### config.mk
export PLATFORM = sky130hd
export DESIGN_NAME = parking_ctrl_param
export DESIGN_NICKNAME = d
export VERILOG_FILES = /design/src/rtl/parking_ctrl_param.sv
export SDC_FILE = /design/constraint.sdc
export NUM_CORES = 1
export LEC_CHECK = 0
export BUFFER_PORTS_ARGS = -buffer_cell sky130_fd_sc_hd__buf_2
export CAP_MARGIN = 5
export CORE_UTILIZATION = 55
export DETAILED_ROUTE_END_ITERATION = 7
export GPL_ROUTABILITY_DRIVEN = 0
export PLACE_DENSITY = 0.85
export SLEW_MARGIN = 10
export SYNTH_ARGS = -nofsm -noshare
export SYNTH_HDL_FRONTEND = slang
export SYNTH_SLANG_ARGS = --single-unit
### constraint.sdc
create_clock -name clk -period 8.95 [get_ports clk]
set_input_delay 1.79 -clock clk [delete_from_list [all_inputs] [get_ports clk]]
set_output_delay 1.79 -clock clk [all_outputs]
set_load 0.005 [all_outputs]
### src/rtl/parking_ctrl_param.sv
// parking_ctrl_param
//   Two-class (university / free) parking occupancy controller. Free capacity
//   follows the wall-clock hour: BASE_FREE up to and including RAMP_START, then
//   grows by RAMP_STEP per hour until it reaches MAX_FREE. University capacity
//   is whatever remains of TOTAL_CAP. Every output is registered.
//
//   Optional feature macro: PARKING_STATS_EN
//     When defined, adds per-class 16-bit saturating reject counters and the
//     peak combined occupancy seen since reset.
//
// Ports
//   clk                 rising-edge system clock
//   reset               synchronous, active-low reset
//   car_entered         entry request this cycle
//   is_uni_car_entered  entry class (1 = university, 0 = free)
//   car_exited          exit event this cycle
//   is_uni_car_exited   exit class (1 = university, 0 = free)
//   hour                wall-clock hour, 0..23 legal
//   uni_parked_car      university occupancy
//   parked_car          free occupancy
//   uni_vacated_space   university spaces remaining (saturating at 0)
//   vacated_space       free spaces remaining (saturating at 0)
//   uni_is_vacated_space / is_vacated_space   space-remaining flags
//   entry_accept        pulse: previous-cycle entry counted
//   entry_reject        pulse: previous-cycle entry refused (class full)
//   exit_error          pulse: exit requested while class count was 0
//   hour_err            registered: hour input was > 23
//   uni_reject_cnt, free_reject_cnt, peak_occupancy   (PARKING_STATS_EN only)

module parking_ctrl_param #(
    parameter int unsigned CW         = 10,
    parameter int unsigned TOTAL_CAP  = 700,
    parameter int unsigned BASE_FREE  = 200,
    parameter int unsigned MAX_FREE   = 500,
    parameter int unsigned RAMP_START = 13,
    parameter int unsigned RAMP_STEP  = 100
) (
    input  logic          clk,
    input  logic          reset,
    input  logic          car_entered,
    input  logic          is_uni_car_entered,
    input  logic          car_exited,
    input  logic          is_uni_car_exited,
    input  logic [4:0]    hour,
    output logic [CW-1:0] uni_parked_car,
    output logic [CW-1:0] parked_car,
    output logic [CW-1:0] uni_vacated_space,
    output logic [CW-1:0] vacated_space,
    output logic          uni_is_vacated_space,
    output logic          is_vacated_space,
    output logic          entry_accept,
    output logic          entry_reject,
    output logic          exit_error,
    output logic          hour_err
`ifdef PARKING_STATS_EN
    ,
    output logic [15:0]   uni_reject_cnt,
    output logic [15:0]   free_reject_cnt,
    output logic [CW-1:0] peak_occupancy
`endif
);

    logic [CW-1:0] uni_cnt_q, uni_cnt_d, free_cnt_q, free_cnt_d;
    logic [CW-1:0] uni_cap_q, uni_cap_d, free_cap_q, free_cap_d;
    logic [CW-1:0] uni_vac_q, uni_vac_d, free_vac_q, free_vac_d;
    logic          acc_q, acc_d, rej_q, rej_d, xerr_q, xerr_d;
    logic          herr_q, herr_d;

    logic          u_entry, f_entry, u_exit, f_exit;
    logic          u_exit_ok, f_exit_ok, u_acc, f_acc;
    logic [CW-1:0] u_base, f_base;
    int unsigned   hr, fc;

    // Capacity for the next cycle; an illegal hour keeps the previous capacities.
    always_comb begin
        hr         = 32'(hour);
        fc         = BASE_FREE;
        free_cap_d = free_cap_q;
        uni_cap_d  = uni_cap_q;
        herr_d     = 1'b0;
        if (hr > 23) begin
            herr_d = 1'b1;
        end else begin
            if (hr > RAMP_START) begin
                fc = BASE_FREE + RAMP_STEP * (hr - RAMP_START);
                if (fc > MAX_FREE) fc = MAX_FREE;
            end
            free_cap_d = CW'(fc);
            uni_cap_d  = CW'(TOTAL_CAP - fc);
        end
    end

    // Per-class occupancy. The exit is applied first so that a simultaneous
    // exit can free the slot an entry of the same class needs. Requests are
    // judged against the currently registered capacity.
    always_comb begin
        u_entry   = car_entered && is_uni_car_entered;
        f_entry   = car_entered && !is_uni_car_entered;
        u_exit    = car_exited && is_uni_car_exited;
        f_exit    = car_exited && !is_uni_car_exited;

        u_exit_ok = u_exit && (uni_cnt_q != '0);
        f_exit_ok = f_exit && (free_cnt_q != '0);
        u_base    = uni_cnt_q - CW'(u_exit_ok);
        f_base    = free_cnt_q - CW'(f_exit_ok);
        u_acc     = u_entry && (u_base < uni_cap_q);
        f_acc     = f_entry && (f_base < free_cap_q);

        uni_cnt_d  = u_acc ? u_base + CW'(1) : u_base;
        free_cnt_d = f_acc ? f_base + CW'(1) : f_base;

        acc_d  = u_acc || f_acc;
        rej_d  = (u_entry && !u_acc) || (f_entry && !f_acc);
        xerr_d = (u_exit && !u_exit_ok) || (f_exit && !f_exit_ok);

        // Capacity may drop below occupancy after an hour change: clamp to 0.
        uni_vac_d  = (uni_cap_d > uni_cnt_d) ? uni_cap_d - uni_cnt_d : '0;
        free_vac_d = (free_cap_d > free_cnt_d) ? free_cap_d - free_cnt_d : '0;
    end

    always_ff @(posedge clk) begin
        if (!reset) begin
            uni_cnt_q  <= '0;
            free_cnt_q <= '0;
            free_cap_q <= CW'(BASE_FREE);
            uni_cap_q  <= CW'(TOTAL_CAP - BASE_FREE);
            free_vac_q <= CW'(BASE_FREE);
            uni_vac_q  <= CW'(TOTAL_CAP - BASE_FREE);
            acc_q      <= 1'b0;
            rej_q      <= 1'b0;
            xerr_q     <= 1'b0;
            herr_q     <= 1'b0;
        end else begin
            uni_cnt_q  <= uni_cnt_d;
            free_cnt_q <= free_cnt_d;
            free_cap_q <= free_cap_d;
            uni_cap_q  <= uni_cap_d;
            free_vac_q <= free_vac_d;
            uni_vac_q  <= uni_vac_d;
            acc_q      <= acc_d;
            rej_q      <= rej_d;
            xerr_q     <= xerr_d;
            herr_q     <= herr_d;
        end
    end

    assign uni_parked_car       = uni_cnt_q;
    assign parked_car           = free_cnt_q;
    assign uni_vacated_space    = uni_vac_q;
    assign vacated_space        = free_vac_q;
    assign uni_is_vacated_space = (uni_vac_q != '0);
    assign is_vacated_space     = (free_vac_q != '0);
    assign entry_accept         = acc_q;
    assign entry_reject         = rej_q;
    assign exit_error           = xerr_q;
    assign hour_err             = herr_q;

`ifdef PARKING_STATS_EN
    logic [15:0]   u_rej_q, u_rej_d, f_rej_q, f_rej_d;
    logic [CW-1:0] peak_q, peak_d, occ_sum;

    always_comb begin
        u_rej_d = u_rej_q;
        f_rej_d = f_rej_q;
        if (u_entry && !u_acc && (u_rej_q != '1)) u_rej_d = u_rej_q + 16'd1;
        if (f_entry && !f_acc && (f_rej_q != '1)) f_rej_d = f_rej_q + 16'd1;
        occ_sum = uni_cnt_d + free_cnt_d;
        peak_d  = (occ_sum > peak_q) ? occ_sum : peak_q;
    end

    always_ff @(posedge clk) begin
        if (!reset) begin
            u_rej_q <= '0;
            f_rej_q <= '0;
            peak_q  <= '0;
        end else begin
            u_rej_q <= u_rej_d;
            f_rej_q <= f_rej_d;
            peak_q  <= peak_d;
        end
    end

    assign uni_reject_cnt  = u_rej_q;
    assign free_reject_cnt = f_rej_q;
    assign peak_occupancy  = peak_q;
`endif

endmodule

==> summary.md, run 1 <==
| Metric | Value |
|---|---|
| Drt pass-1 iters | `5` |
| Complex-gate fraction of the synthesized area | `0.1733` |
| IO buf count | `56` |
| Synth Area in Simple Gates | `0.2458` |
| Htree depth | `3` |
| Adder-Cell Fraction of Synth Area | `0.1785` |
| Reg clk slew, reported paths | `70 ps` |
| Die span in y | `102.5 um` |
| Post-synthesis register bit count | `64` |
| DR WL/cell | `15.93 um` |
| Core area | `9774 um2` |
| Grt met1 use | `0.3528` |
| Setup Buffers After CTS | `0` |
| Status | `finished clean` |
| Fin. Hold Viols | `0` |
| Row cnt | `36` |
| Largest family of logic cells by synthesized area | `simple AND/OR/NAND/NOR gates` |
| Vias per cell | `5.971` |
| Finished Cell Area | `6180 um2` |
| Cells after Synth | `695` |
| Primary FF master, synth | `dfxtp_1` |
| Diode count | `0` |
| ANT nets after route | `0` |
| CP Data Arrival Time | `8720 ps` |
| Via Count | `5338` |
| GRT Total Usage | `0.2747` |
| Synth top area share | `0.2307` |
| CTS max path bufs | `2` |
| WS Path Type | `input pin to flop` |
| 1st-iter DRT viols | `350` |
| Total congestion overflow | `0` |
| CTS tree | `done` |
| Synthesized cell area | `5553 um2` |
| Crit Path Max Fanout | `10` |
| Relative slew slack | `0.3233` |
| DRC errors left | `0` |
| Post_cts resized | `0` |
| CP required | `9150 ps` |
| Die extent in x | `102.5 um` |
| RSZ-0062 raised after global routing | `false` |
| Final setup viols | `0` |
| Number of flops mapped to enable cells by yosys | `0` |
| CP max stage cell | `or4b_4` |
| Pin count of the biggest net entering global routing | `31` |
| CTS Buf Count | `9` |
| Worst Setup End Kind | `flop` |
| Final Power | `2.384 mW` |
| Synth async-reset ratio | `0` |
| Average size of a mapped cell | `7.990 um2` |
| Cell variety after synth | `73` |
| Max Cap Viol | `0` |
| Finished Layout Cells | `894` |
| Main area contributors after synthesis | `dfxtp_1 (23%), ha_1 (15%), xnor2_1 (5.7%), nor2_1 (5.5%), inv_1 (4.7%)` |
| Area leader, netlist | `dfxtp_1` |
| Starting Density | `0.5681` |
| Nets | `843` |
| Vias in the first global route | `4998` |
| Part of the cycle the worst path needs | `0.9528` |
| Leakage | `2.893 nW` |
| I/O pin cnt | `57` |
| PD cells | `385.8 nW/um2` |
| Most frequent cells in the layout | `nor2_1 (81), inv_1 (70), ha_1 (68)` |
| Met2 Usage GRT | `0.4636` |
| Die area | `10500 um2` |
| Max VDD drop | `0.2003 mV` |
| Initial antenna violation count | `0` |
| Slew Viols, Final | `0` |
| Clk_skew | `9.719 ps` |
| Fmax | `117.3 MHz` |
| Worst-Margin Slew | `1013 ps` |
| Yosys warning total | `0` |
| Setup TNS Final | `0 ps` |
| GR Util met3 | `0.04925` |
| Dpl cell area | `5989 um2` |
| Clock root cell | `clkbuf_8` |
| Worst-skew pair later-pin latency | `340 ps` |
| Area Growth Syn to Fin | `11.29%` |
| Layout cells sized above 1 | `0.1393` |
| Dpl cells | `879` |
| Final HPWL DP | `11310 um` |
| Final Critical Period | `8528 ps` |
| GR peak layer | `met2` |
| Sequential-to-total area share from yosys stat | `0.2307` |
| Total wire length | `14240 um` |
| Post-Synth XOR/XNOR Area | `0.09464` |
| Mux share of post-synthesis cell area | `0.01510` |
| Syn nets | `781` |
| Max incr delay on CP | `510 ps` |
| TritonCTS Sinks | `64` |
| First-pass GRT wire length | `22670 um` |
| Worst Hold Class | `flop to flop` |
| # hold bufs at CTS | `0` |
| Setup crit start kind | `input pin` |
| Most common cell after layout, fill and taps aside | `nor2_1` |
path summary, 6_finish.rpt:
kind                                 from                               to  slack [ps]  cells after the start
max                               hour[0]  uni_vacated_space[2]$_SDFF_PN1_         420                     32
min              free_cap_q[5]$_SDFF_PN0_         free_cap_q[5]$_SDFF_PN0_         500                      2
max reg2reg  uni_parked_car[2]$_SDFF_PN0_  uni_vacated_space[2]$_SDFF_PN1_        2400                     26
min reg2reg      free_cap_q[5]$_SDFF_PN0_         free_cap_q[5]$_SDFF_PN0_         500                      2
Yosys cell counts, types with 9 or more instances:
cell type	count
xnor2_1	36
nand2_1	46
dfxtp_1	64
o21ai_0	33
nor4_1	12
nor3_1	30
nand3_1	23
clkbuf_1	9
nor2_1	81
ha_1	68
xor2_1	24
a21oi_1	22
nor2b_1	9
nand2b_1	9
nand4_1	12
inv_1	70
power by group:
part	switching, mW	leakage [nW]	internal [mW]
sequential	0.0656	0.527	0.376
combinational	1.01	2.28	0.708
clock	0.115	0.0841	0.106
total	1.19	2.89	1.19
cell type report:
class / instances / area (um2)
fillers: 833 / 3595
clock buffers: 10 / 137.6
clock inverters: 5 / 33.78
multi-input cells: 546 / 3946
inverters: 71 / 266.5
well taps: 133 / 166.4
repair buffers: 65 / 347.8
flip-flops and latches: 64 / 1281
per-stage QoR:
step | hold slack [ps] | worst slack [ps] | util
6_report | 496.3 | 422.1 | 0.6322
5_1_grt | 512.7 | 11.06 | 0.6322
4_1_cts | 493.4 | 362.9 | 0.6303
3_5_place_dp | 480.9 | 47.54 | 0.6128
3_3_place_gp | 457.3 | 345.3 | 0.6128
2_1_floorplan | 445.0 | 115.9 | -
state kept, by name, summed over array words and instances (netlist names):
signal / cells
entry_accept: 1
entry_reject: 1
exit_error: 1
free_cap_q: 10
hour_err: 1
parked_car: 10
uni_cap_q: 10
uni_parked_car: 10
uni_vacated_space: 10
vacated_space: 10
cell families (layout without fill, tap and decap cells):
group | count (synthesis) | in the layout
and+or+nand+nor | 266 | 266
AOI/OAI and AO/OA | 137 | 137
DFF | 64 | 64
buffers and inverters | 85 | 151
muxes | 8 | 8
xor gates and xnor gates | 60 | 60
adders and majority gates | 75 | 75
layer usage:
metal	vias to the layer above	wire, um
met4	0	270
met1	2501	6274
met5	-	0
met2	234	6775
met3	30	923
li1	2573	-
critical path: cells and delay by family:
kind,cells,cell delay [ps]
fa+ha+maj,7,2320
compound gates,12,2100
simple gates,8,1600
buf+inv,4,680
xor+xnor,1,210
Power figures use the tool's default switching activity.
==> run 2, diff against run 1 <==
- ABC_AREA: default -> 1
==> summary.md, run 2 <==
| Metric | Value |
|---|---|
| Max incr delay on CP | `520 ps (about the same)` |
| Nets | `937 (+11%)` |
| Sequential-to-total area share from yosys stat | `0.2347 (+0.003966)` |
| Starting Density | `0.5798 (+0.01170)` |
| Max VDD drop | `0.3028 mV (+51%)` |
| Layout cells sized above 1 | `0.1449 (+0.005569)` |
| I/O pin cnt | `57 (unchanged)` |
| CTS max path bufs | `2 (unchanged)` |
| CP max stage cell | `fa_1` |
| Post-synthesis register bit count | `64 (unchanged)` |
| Reg clk slew, reported paths | `80 ps (about the same)` |
| CTS Buf Count | `9 (unchanged)` |
| Dpl cells | `965 (+9.8%)` |
| Worst path most repeated cell | `nand2_1` |
| Cell variety after synth | `45 (-38%)` |
| Total congestion overflow | `0 (unchanged)` |
| Drt pass-1 iters | `5 (unchanged)` |
| Fill count | `802 (-3.7%)` |
| Leakage | `3.205 nW (+11%)` |
| Final Power | `2.182 mW (-8.5%)` |
| Syn nets | `871 (+12%)` |
| Area Growth Syn to Fin | `13.36%` |
| WS Path Type | `input pin to flop` |
| Final Critical Period | `8475 ps (-52.85 ps)` |
| CP required | `9250 ps (+100 ps)` |
| Core area | `9415 um2 (-3.7%)` |
| Row cnt | `35 (-2.8%)` |
| Area leader, netlist | `dfxtp_1` |
| Yosys warning total | `0 (unchanged)` |
| Synth async-reset ratio | `0 (unchanged)` |
| Pin count of the biggest net entering global routing | `37 (+19%)` |
| Via Count | `5172 (-3.1%)` |
| Htree depth | `3 (unchanged)` |
| DR WL/cell | `13.31 um (-16%)` |
| Critical path origin | `hour[0]` |
| Max Cap Viol | `0 (unchanged)` |
| Cell count of the worst reg-to-reg path | `34 (+31%)` |
| Initial antenna violation count | `0 (unchanged)` |
| Die area | `10330 um2 (-1.7%)` |
| Slew Viols, Final | `0 (unchanged)` |
| Worst Hold Class | `flop to flop` |
| Synth top area share | `0.2347 (+0.003966)` |
| Final HPWL DP | `10180 um (-10%)` |
| Status | `finished clean` |
| PD cells | `352.6 nW/um2 (-8.6%)` |
| Worst-Margin Slew | `1034 ps (+20.92 ps)` |
| Clk_skew | `7.657 ps (-2.061 ps)` |
| Crit Path Max Fanout | `8 (-2)` |
| Diode count | `0 (unchanged)` |
| Clock root cell | `clkbuf_8` |
| Most frequent cell after synthesis | `nand2_1` |
| DRC errors left | `0 (unchanged)` |
| Synthesized cell area | `5459 um2 (-1.7%)` |
| Total wire length | `13120 um (-7.9%)` |
| TritonCTS Sinks | `64 (unchanged)` |
| Critical path capture point | `uni_vacated_space[9]$_SDFF_PN0_` |
| Most frequent cells in the layout | `nand2_1 (150), inv_1 (127), nor2_1 (103)` |
| Worst-skew pair later-pin latency | `350 ps (about the same)` |
| Worst Setup End Kind | `flop` |
| Post-synth top cells | `nand2_1 (150), inv_1 (128), nor2_1 (105)` |
| Reg2reg end | `uni_vacated_space[9]$_SDFF_PN0_` |
| Main area contributors after synthesis | `dfxtp_1 (23%), ha_1 (16%), nand2_1 (10%), inv_1 (8.8%), nor2_1 (7.2%)` |
| Fmax | `118.0 MHz (+0.62%)` |
| Critical R2R Launch | `uni_parked_car[0]$_SDFF_PN0_` |
| 1st-iter DRT viols | `245 (-30%)` |
| Cells after Synth | `785 (+13%)` |
| CTS tree | `done` |
| Final setup viols | `0 (unchanged)` |
| Vias per cell | `5.251 (-12%)` |
| Finished Layout Cells | `985 (+10%)` |
| CP Data Arrival Time | `8770 ps (+50 ps)` |
| Relative slew slack | `0.3066 (-0.01675)` |
| Vias in the first global route | `4828 (-3.4%)` |
| Setup crit start kind | `input pin` |
| Average size of a mapped cell | `6.954 um2 (-13%)` |
| First-pass GRT wire length | `21590 um (-4.8%)` |
| IO buf count | `56 (unchanged)` |
| Hold slack | `477.6 ps (-18.78 ps)` |
| Die span in y | `101.6 um (-0.83%)` |
| Fin. Hold Viols | `0 (unchanged)` |
| Most common cell after layout, fill and taps aside | `nand2_1` |
| Primary FF master, synth | `dfxtp_1` |
| Part of the cycle the worst path needs | `0.9469 (-0.005905)` |
| Die extent in x | `101.6 um (-0.83%)` |
| GRT Total Usage | `0.2634 (-0.01122)` |
| Number of flops mapped to enable cells by yosys | `0 (unchanged)` |
| R2R Setup Slk | `2870 ps (+470 ps)` |
| ANT nets after route | `0 (unchanged)` |
| Finished Core Util | `0.6573 (+0.02504)` |
## run 2: cell types whose count changed after synthesis, sizes merged, moves of 11 or more
| cell | before | now |
|---|---|---|
| nor2 | 81 | 114 |
| a21oi | 22 | 35 |
| nand3 | 23 | 43 |
| o21ai | 38 | 27 |
| xor2 | 24 | 36 |
| inv | 71 | 129 |
| nor3 | 35 | 19 |
| xnor2 | 36 | 11 |
| nand2 | 46 | 165 |
## run 2: critical path, delay by kind of cell
family	cells	cell delay (ps)
AND/OR/NAND/NOR	22	2610
AO/OA/AOI/OAI	8	1270
buffers and inverters	7	600
adder cells (fa/ha/maj)	8	2490
## run 2: through the flow
step	setup WS, ps	area (um2)	TNS, ps
2_1_floorplan	820.6	5459	0
3_3_place_gp	163.9	5894	0
3_5_place_dp	-142.6	5894	-784.6
4_1_cts	230.9	6098	0
5_1_grt	-9.091	6188	-9.091
6_report	475.0	6188	0
## run 2: how the worst min path moves through the flow
stage,startpoint,to,cells after the start
finish,free_cap_q[1]$_SDFF_PN0_,free_cap_q[1]$_SDFF_PN0_,2
global route,free_cap_q[1]$_SDFF_PN0_,free_cap_q[1]$_SDFF_PN0_,2
CTS,free_cap_q[1]$_SDFF_PN0_,free_cap_q[1]$_SDFF_PN0_,2
detailed placement,free_cap_q[1]$_SDFF_PN0_,free_cap_q[1]$_SDFF_PN0_,2
global placement,free_cap_q[1]$_SDFF_PN0_,free_cap_q[1]$_SDFF_PN0_,2
floorplan,free_cap_q[1]$_SDFF_PN0_,free_cap_q[1]$_SDFF_PN0_,2
## run 2: per-layer routing
| layer | up-vias | GRT usage | part of all wire | wire [um] |
|---|---|---|---|---|
| li1 | 2656 | - | - | - |
| met1 | 2337 | 0.3352 | 0.45 | 5964 |
| met4 | 0 | 0.08584 | 0.018 | 231 |
| met3 | 31 | 0.05797 | 0.052 | 686 |
| met2 | 148 | 0.4413 | 0.48 | 6233 |
| met5 | - | 0 | 0 | 0 |
## run 2: cell type report
cell class              instances  area [um2]  area share
flip-flops and latches         64        1281      0.2070
inverters                     130       488.0     0.07885
clock buffers                  10       137.6     0.02224
repair buffers                 63       332.8     0.05378
multi-input cells             583        3721      0.6013
well taps                     129       161.4     0.02608
clock inverters                 6       66.31     0.01072
## run 2: cells by family (layout without fill, tap and decap cells)
logic type / count (synthesis) / count (layout) / synth area share
compound gates: 87 / 88 / 0.09695
xor+xnor: 47 / 47 / 0.07541
buf+inv: 139 / 209 / 0.09603
flops: 64 / 64 / 0.2347
fa+ha+maj: 75 / 75 / 0.1815
simple gates: 373 / 373 / 0.3154
## run 2: where the power goes
group / switching [mW] / internal [mW]
registers: 0.0589 / 0.373
logic: 0.917 / 0.580
clock network: 0.118 / 0.136
## run 2: timing repair
item	4_1_cts	5_1_grt
endpoints found under the setup margin	0	12
hold buffers	0	0
setup buffers	0	3
resized for setup	0	11
